File: config.mk
export PLATFORM = sky130hd
export DESIGN_NAME = mult_arbiter
export DESIGN_NICKNAME = d
export VERILOG_FILES = /design/src/rtl/mult_arbiter.sv
export SDC_FILE = /design/constraint.sdc
export NUM_CORES = 2
export LEC_CHECK = 0
export ABC_AREA = 1
export CORE_MARGIN = 1.5
export CORE_UTILIZATION = 45
export CTS_CLUSTER_SIZE = 40
export DETAILED_ROUTE_END_ITERATION = 8
export GPL_TIMING_DRIVEN = 0
export HOLD_SLACK_MARGIN = 0.03
export PLACE_DENSITY_LB_ADDON = 0.12
export RECOVER_POWER = 25
export SLEW_MARGIN = 20
export SYNTH_ARGS = -nofsm -noshare
export SYNTH_HDL_FRONTEND = slang
export SYNTH_HIERARCHICAL = 1
export SYNTH_SLANG_ARGS = --single-unit
export TNS_END_PERCENT = 50
File: constraint.sdc
create_clock -name clk -period 7.8 [get_ports clk]
set_input_delay 1.56 -clock clk [delete_from_list [all_inputs] [get_ports clk]]
set_output_delay 1.56 -clock clk [all_outputs]
set_load 0.005 [all_outputs]
File: src/rtl/mult_arbiter.sv
// mult_arbiter: round-robin front end sharing one signed pipelined multiplier among NUM_REQ
// requesters. At most one operation is issued per cycle. Each product is routed back to the
// requester that issued it, together with that request's tag.
//
// Ports:
//   clk        clock, all logic on posedge
//   reset      synchronous active-low reset
//   hold       1 = grant nothing this cycle (in-flight ops still complete)
//   req_valid  per-requester request valid
//   req_ready  one-hot grant; an op is accepted when valid & ready
//   req_a/b    per-requester operands, slice i belongs to requester i
//   req_tag    per-requester tag, returned unchanged with the result
//   resp_valid one-hot response strobe (one cycle per op)
//   resp_data  low DATA_LEN bits of the signed product (held when no response)
//   resp_tag   tag of the returning op (held when no response)
//   inflight   ops accepted but not yet returned
//   idle       inflight == 0 and no request pending
//
// multiplier: signed multiplier, low DATA_LEN product bits, PIPELINE_STAGE register stages.
// Ports: i_clk, i_rst (sync active-high), i_a, i_b, o_p.

module multiplier #(
   parameter int unsigned DATA_LEN       = 32,
   parameter int unsigned PIPELINE_STAGE = 2
) (
   input  logic                i_clk,
   input  logic                i_rst,
   input  logic [DATA_LEN-1:0] i_a,
   input  logic [DATA_LEN-1:0] i_b,
   output logic [DATA_LEN-1:0] o_p
);

   // Low half of a two's-complement product is identical for signed and unsigned operands.
   logic [DATA_LEN-1:0] w_p;
   logic [DATA_LEN-1:0] r_pipe [PIPELINE_STAGE];

   assign w_p = i_a * i_b;

   always_ff @(posedge i_clk) begin
      if (i_rst) begin
         for (int i = 0; i < PIPELINE_STAGE; i++) r_pipe[i] <= '0;
      end else begin
         r_pipe[0] <= w_p;
         for (int i = 1; i < PIPELINE_STAGE; i++) r_pipe[i] <= r_pipe[i-1];
      end
   end

   assign o_p = r_pipe[PIPELINE_STAGE-1];

endmodule

module mult_arbiter #(
   parameter int unsigned NUM_REQ        = 4,
   parameter int unsigned DATA_LEN       = 32,
   parameter int unsigned PIPELINE_STAGE = 2,
   parameter int unsigned TAG_LEN        = 4
) (
   input  logic                                clk,
   input  logic                                reset,
   input  logic                                hold,
   input  logic [NUM_REQ-1:0]                  req_valid,
   output logic [NUM_REQ-1:0]                  req_ready,
   input  logic [NUM_REQ*DATA_LEN-1:0]         req_a,
   input  logic [NUM_REQ*DATA_LEN-1:0]         req_b,
   input  logic [NUM_REQ*TAG_LEN-1:0]          req_tag,
   output logic [NUM_REQ-1:0]                  resp_valid,
   output logic [DATA_LEN-1:0]                 resp_data,
   output logic [TAG_LEN-1:0]                  resp_tag,
   output logic [$clog2(PIPELINE_STAGE+3)-1:0] inflight,
   output logic                                idle
);

   localparam int unsigned PTR_W = (NUM_REQ > 1) ? $clog2(NUM_REQ) : 1;
   localparam int unsigned INF_W = $clog2(PIPELINE_STAGE + 3);
   localparam int unsigned TRK_N = PIPELINE_STAGE + 1;

   logic [PTR_W-1:0]    r_ptr;
   logic [NUM_REQ-1:0]  w_grant;
   logic [PTR_W-1:0]    w_gnt_idx;
   logic [PTR_W-1:0]    w_idx;
   logic                w_accept;
   logic [DATA_LEN-1:0] w_a;
   logic [DATA_LEN-1:0] w_b;
   logic [TAG_LEN-1:0]  w_tag;
   logic [DATA_LEN-1:0] w_prod;
   logic                w_dec;

   logic [DATA_LEN-1:0] r_iss_a;
   logic [DATA_LEN-1:0] r_iss_b;

   // Tracking entry 0 is loaded on the same edge as the issue register, so its valid bit
   // doubles as the issue valid. Entry TRK_N-1 lines up with the multiplier output.
   logic                r_trk_v   [TRK_N];
   logic [PTR_W-1:0]    r_trk_id  [TRK_N];
   logic [TAG_LEN-1:0]  r_trk_tag [TRK_N];

   logic [NUM_REQ-1:0]  r_resp_valid;
   logic [DATA_LEN-1:0] r_resp_data;
   logic [TAG_LEN-1:0]  r_resp_tag;
   logic [INF_W-1:0]    r_inflight;

   // Round-robin search starting at the pointer, wrapping modulo NUM_REQ.
   always_comb begin
      w_grant   = '0;
      w_gnt_idx = '0;
      w_idx     = '0;
      w_accept  = 1'b0;
      if (reset && !hold) begin
         for (int unsigned off = 0; off < NUM_REQ; off++) begin
            w_idx = PTR_W'((32'(r_ptr) + off) % NUM_REQ);
            if (!w_accept && req_valid[w_idx]) begin
               w_accept         = 1'b1;
               w_grant[w_idx]   = 1'b1;
               w_gnt_idx        = w_idx;
            end
         end
      end
   end

   assign req_ready = w_grant;
   assign w_a       = req_a[32'(w_gnt_idx)*DATA_LEN +: DATA_LEN];
   assign w_b       = req_b[32'(w_gnt_idx)*DATA_LEN +: DATA_LEN];
   assign w_tag     = req_tag[32'(w_gnt_idx)*TAG_LEN +: TAG_LEN];
   assign w_dec     = |r_resp_valid;

   multiplier #(
      .DATA_LEN       (DATA_LEN),
      .PIPELINE_STAGE (PIPELINE_STAGE)
   ) u_mult (
      .i_clk (clk),
      .i_rst (~reset),
      .i_a   (r_iss_a),
      .i_b   (r_iss_b),
      .o_p   (w_prod)
   );

   always_ff @(posedge clk) begin
      if (!reset) begin
         r_ptr        <= '0;
         r_iss_a      <= '0;
         r_iss_b      <= '0;
         r_resp_valid <= '0;
         r_resp_data  <= '0;
         r_resp_tag   <= '0;
         r_inflight   <= '0;
         for (int i = 0; i < TRK_N; i++) begin
            r_trk_v[i]   <= 1'b0;
            r_trk_id[i]  <= '0;
            r_trk_tag[i] <= '0;
         end
      end else begin
         if (w_accept) begin
            r_ptr   <= (32'(w_gnt_idx) == NUM_REQ - 1) ? '0 : w_gnt_idx + PTR_W'(1);
            r_iss_a <= w_a;
            r_iss_b <= w_b;
         end

         // Shifts every cycle; idle cycles enter as bubbles.
         r_trk_v[0]   <= w_accept;
         r_trk_id[0]  <= w_gnt_idx;
         r_trk_tag[0] <= w_tag;
         for (int i = 1; i < TRK_N; i++) begin
            r_trk_v[i]   <= r_trk_v[i-1];
            r_trk_id[i]  <= r_trk_id[i-1];
            r_trk_tag[i] <= r_trk_tag[i-1];
         end

         if (r_trk_v[TRK_N-1]) begin
            r_resp_valid <= NUM_REQ'(1) << r_trk_id[TRK_N-1];
            r_resp_data  <= w_prod;
            r_resp_tag   <= r_trk_tag[TRK_N-1];
         end else begin
            r_resp_valid <= '0;
         end

         unique case ({w_accept, w_dec})
            2'b10:   r_inflight <= r_inflight + INF_W'(1);
            2'b01:   r_inflight <= r_inflight - INF_W'(1);
            default: r_inflight <= r_inflight;
         endcase
      end
   end

   assign resp_valid = r_resp_valid;
   assign resp_data  = r_resp_data;
   assign resp_tag   = r_resp_tag;
   assign inflight   = r_inflight;
   assign idle       = (r_inflight == '0) && !(|req_valid);

endmodule

==> impl_metrics.tcl <==
set metrics [dict create \
    p_int_w 0.00275 \
    ys_seq_area_share_pct 14.8 \
    drive_above_1_share_pct 4.92 \
    globalRouteTotalUtil_pct 30.5 \
    hpwl_mm 75.3 \
    cts_root_buffer "clkbuf_16" \
    vias_per_cell 4.99 \
    post-route-min-period_ns 7.57 \
    cp-start-kind "flip-flop" \
    r2r_slack_ns 0.23 \
    hold_path_end "u_mult/r_pipe[0][50]" \
    cts.clk_slew.worst_paths_ns 0.08 \
    r2r_end "u_mult/r_pipe[0][27]" \
    tightestPinTransition_ns 1.05 \
    met1_length_mm 37.2 \
    status "completed" \
    synth_edf_count 0 \
    die_x_um 245 \
    grt_max_degree 23 \
    synth_area_sq_um 26300 \
    combPwrFrac_pct 60.4 \
    htreeDepth 4 \
    portBuffers 326 \
    p_switching_w 0.00253 \
    cts.sinks 194 \
    wl_per_cell_um 18.6 \
    dr_total_vias 24000 \
    die_y_um 245 \
    clock_path_buffers 2 \
    drv_slew 0 \
    max_freq_ghz 0.132 \
    grt_pass1_vias 23900 \
    core.rowCount 88 \
    hp-class "flip-flop to flip-flop" \
    core-area_sq_um 57700 \
    hold_ws_ns 0.400 \
    finalWorstSetupSlack_ns 0.228 \
    crit_arrival_ns 7.93 \
    post-route-period-util_pct 97.1 \
    drtPass1Iterations 7 \
    wirelength_mm 89.5 \
    start_util_pct 45.6 \
    drc 0 \
    post_cts_buffers 0 \
    async_reset_ff_share_pct 0 \
    overflow 0 \
    worstHoldPathCells 2 \
    critPathKind "flip-flop to flip-flop" \
    grt_pass1_wl_mm 138 \
    dieArea_sq_um 59900 \
    yosysWarnings 6 \
    layout.nets 4849 \
    cp-end-kind "flip-flop" \
    clkPwrFrac_pct 17.0 \
    min_from "u_mult/r_pipe[0][18]" \
    avgSynthCellArea_sq_um 7.14 \
    yosys_most_used_dff "dfxtp_1" \
    clock_latency_ns 0.48 \
    dr_wl_met2_mm 42.4 \
    drt_iter0_markers 1969 \
    ios 327 \
    top_layer_used "met5" \
    ant_nets 0 \
    worst_ep_required_time_ns 8.16 \
    crit_path_max_fanout 10 \
    area_delta_synth_final_pct 18.6 \
    syn_inst 3683 \
    dpl_worst_slack_ns 0.0612 \
    netSwitchingFraction_pct 47.9 \
    rsz0062_at_grt "yes" \
    cts-hold-fix-buffers 0 \
    final_hold_viol_count 0 \
    gp_congestion 0.971 \
    maxCapViolCount 0 \
    met3WireLength_mm 6.08 \
    cts_buffers 17 \
    ys_ff_latch 194 \
    skew_ns 0.0145 \
    setup_viol 0 \
    reg2reg_from "r_iss_a[10]" \
    cts_tree "yes" \
    ys_types 50 \
    p_leak_nw 17.7 \
    seqPwrFrac_pct 22.6 \
    ir_worst_vdd_v 0.000152 \
    p_per_area_nw_per_um2 169 \
    antenna_cells 0 \
    maxSlewHeadroom_pct 30.3 \
    grt_antenna_before_repair 1 \
    syn_nets 4504 \
    r2r_cells 25 \
]
==> power groups by stage <==
stage	Combinational (W)	Clock, W	Sequential (W)
final	0.00318	0.000897	0.00119
after floorplan	0.00198	0	0.00119
after CTS	0.00319	0.000924	0.00119
after global placement	0.00315	0	0.00121
after global routing	0.00351	0.000958	0.00121
after detailed placement	0.00317	0	0.00122
==> Yosys cell counts, types with 2 or more instances <==
cell type | instances | share of area, %
a22oi_1 | 2 | 0.057
xnor2_1 | 12 | 0.40
inv_1 | 914 | 13
clkbuf_1 | 119 | 1.7
o21a_1 | 7 | 0.20
buf_1 | 13 | 0.19
nor3_1 | 2 | 0.038
inv_2 | 8 | 0.11
xor2_1 | 8 | 0.27
ha_1 | 133 | 6.3
nand4_1 | 9 | 0.21
nand3_2 | 6 | 0.23
o21ai_0 | 74 | 1.4
buf_4 | 50 | 1.4
nand2_2 | 16 | 0.38
nor4_1 | 4 | 0.095
nand2_1 | 958 | 14
clkbuf_2 | 3 | 0.057
nor2_1 | 143 | 2.0
fa_1 | 409 | 31
o21ai_1 | 3 | 0.057
nand3b_1 | 12 | 0.34
a21oi_1 | 66 | 1.3
a21o_1 | 6 | 0.17
dfxtp_1 | 194 | 15
a31oi_1 | 2 | 0.048
o21bai_1 | 4 | 0.11
buf_2 | 45 | 0.86
buf_6 | 8 | 0.34
nand3_1 | 433 | 8.2
==> sequential cells by signal (all words and copies together) (netlist names) <==
register       cells
r_trk_v            3
r_trk_id           6
inflight           3
r_iss_b           32
resp_tag           4
resp_valid         4
r_iss_a           32
r_trk_tag         12
r_ptr              2
resp_data         32
u_mult/r_pipe     64
==> cells in the final DEF (no fill, tap or decap), drive strengths merged <==
cell / n
nand2: 975
inv: 930
nand3: 439
fa: 409
clkdlybuf4s50: 308
dfxtp: 194
nor2: 146
clkbuf: 145
ha: 133
buf: 109
o21ai: 78
a21oi: 66
dlygate4sd3: 18
nand3b: 13
xnor2: 12
nand4: 9
xor2: 9
clkinv: 8
o21a: 7
a21o: 6
nor4: 5
o21bai: 4
nor3: 4
a22oi: 2
a31oi: 2
a21boi: 2
or4: 1
clkdlybuf4s15: 1
o31ai: 1
o211a: 1
and3: 1
o211ai: 1
a221oi: 1
or2: 1
==> critical path, cell delays in order (launching register included) <==
cell,delay [ns]
dfxtp_1,0.63
clkbuf_1,0.62
nand2_1,0.16
inv_1,0.10
fa_1,0.43
fa_1,0.44
fa_1,0.54
inv_1,0.05
fa_1,0.47
inv_1,0.05
fa_1,0.50
inv_1,0.05
fa_1,0.56
inv_1,0.06
fa_1,0.51
fa_1,0.45
ha_1,0.37
a21oi_1,0.22
o21ai_0,0.12
a21oi_1,0.30
nand3_1,0.25
a21o_1,0.25
nand2_1,0.06
nand2_1,0.06
o21ai_0,0.14
a21oi_1,0.06
==> how the worst max path moves through the flow <==
stage,startpoint,endpoint,slack (ns),depth (start not counted)
after floorplan,r_iss_b[3],u_mult/r_pipe[0][26],1.33,29
after global placement,r_iss_a[3],u_mult/r_pipe[0][27],0.02,24
after detailed placement,r_iss_a[12],u_mult/r_pipe[0][31],0.06,25
after CTS,r_iss_a[12],u_mult/r_pipe[0][31],0.04,25
after global routing,r_iss_a[10],u_mult/r_pipe[0][27],-0.08,25
final,r_iss_a[10],u_mult/r_pipe[0][27],0.23,25
==> cells by family (layout without fill, tap and decap cells) <==
logic type | Yosys count | after routing | share of synthesized area, %
buffers and inverters | 1161 | 1519 | 17.8
DFF | 194 | 194 | 14.8
and+or+nand+nor | 1594 | 1594 | 25.7
AOI/OAI and AO/OA | 171 | 171 | 3.53
xor gates and xnor gates | 21 | 21 | 0.728
adders and majority gates | 542 | 542 | 37.5
==> timing repair <==
item                       CTS  global route
resized for setup            0            41
hold endpoints to repair     0             0
setup endpoints to repair    0             9
==> layer usage <==
metal	GRT usage, %	up-vias
met2	50.8	896
met5	0	-
met3	4.62	167
met1	39.6	11500
li1	-	11400
met4	12.7	2
==> stage by stage <==
stage	power [W]	area (sq um)	util (%)	cells	TNS [ns]
detailed placement	0.00438	30500	52.9	4774	0
floorplan	0.00316	26300	-	3683	0
finish	0.00527	31200	54.0	4806	0
global placement	0.00436	30500	52.9	4774	0
CTS	0.00531	31100	54.0	4806	0
global route	0.00567	31200	54.0	4806	-0.0922
==> cell type report <==
cell class	instances	area, sq um
plain buffers	238	1230
inverters	923	3470
fillers	5851	26500
flip-flops and latches	194	3880
clock inverters	15	203
clock buffers	17	425
well taps	765	957
multi-input cells	2328	17700
repair buffers	326	3260
(Power assumes the default switching activity.)
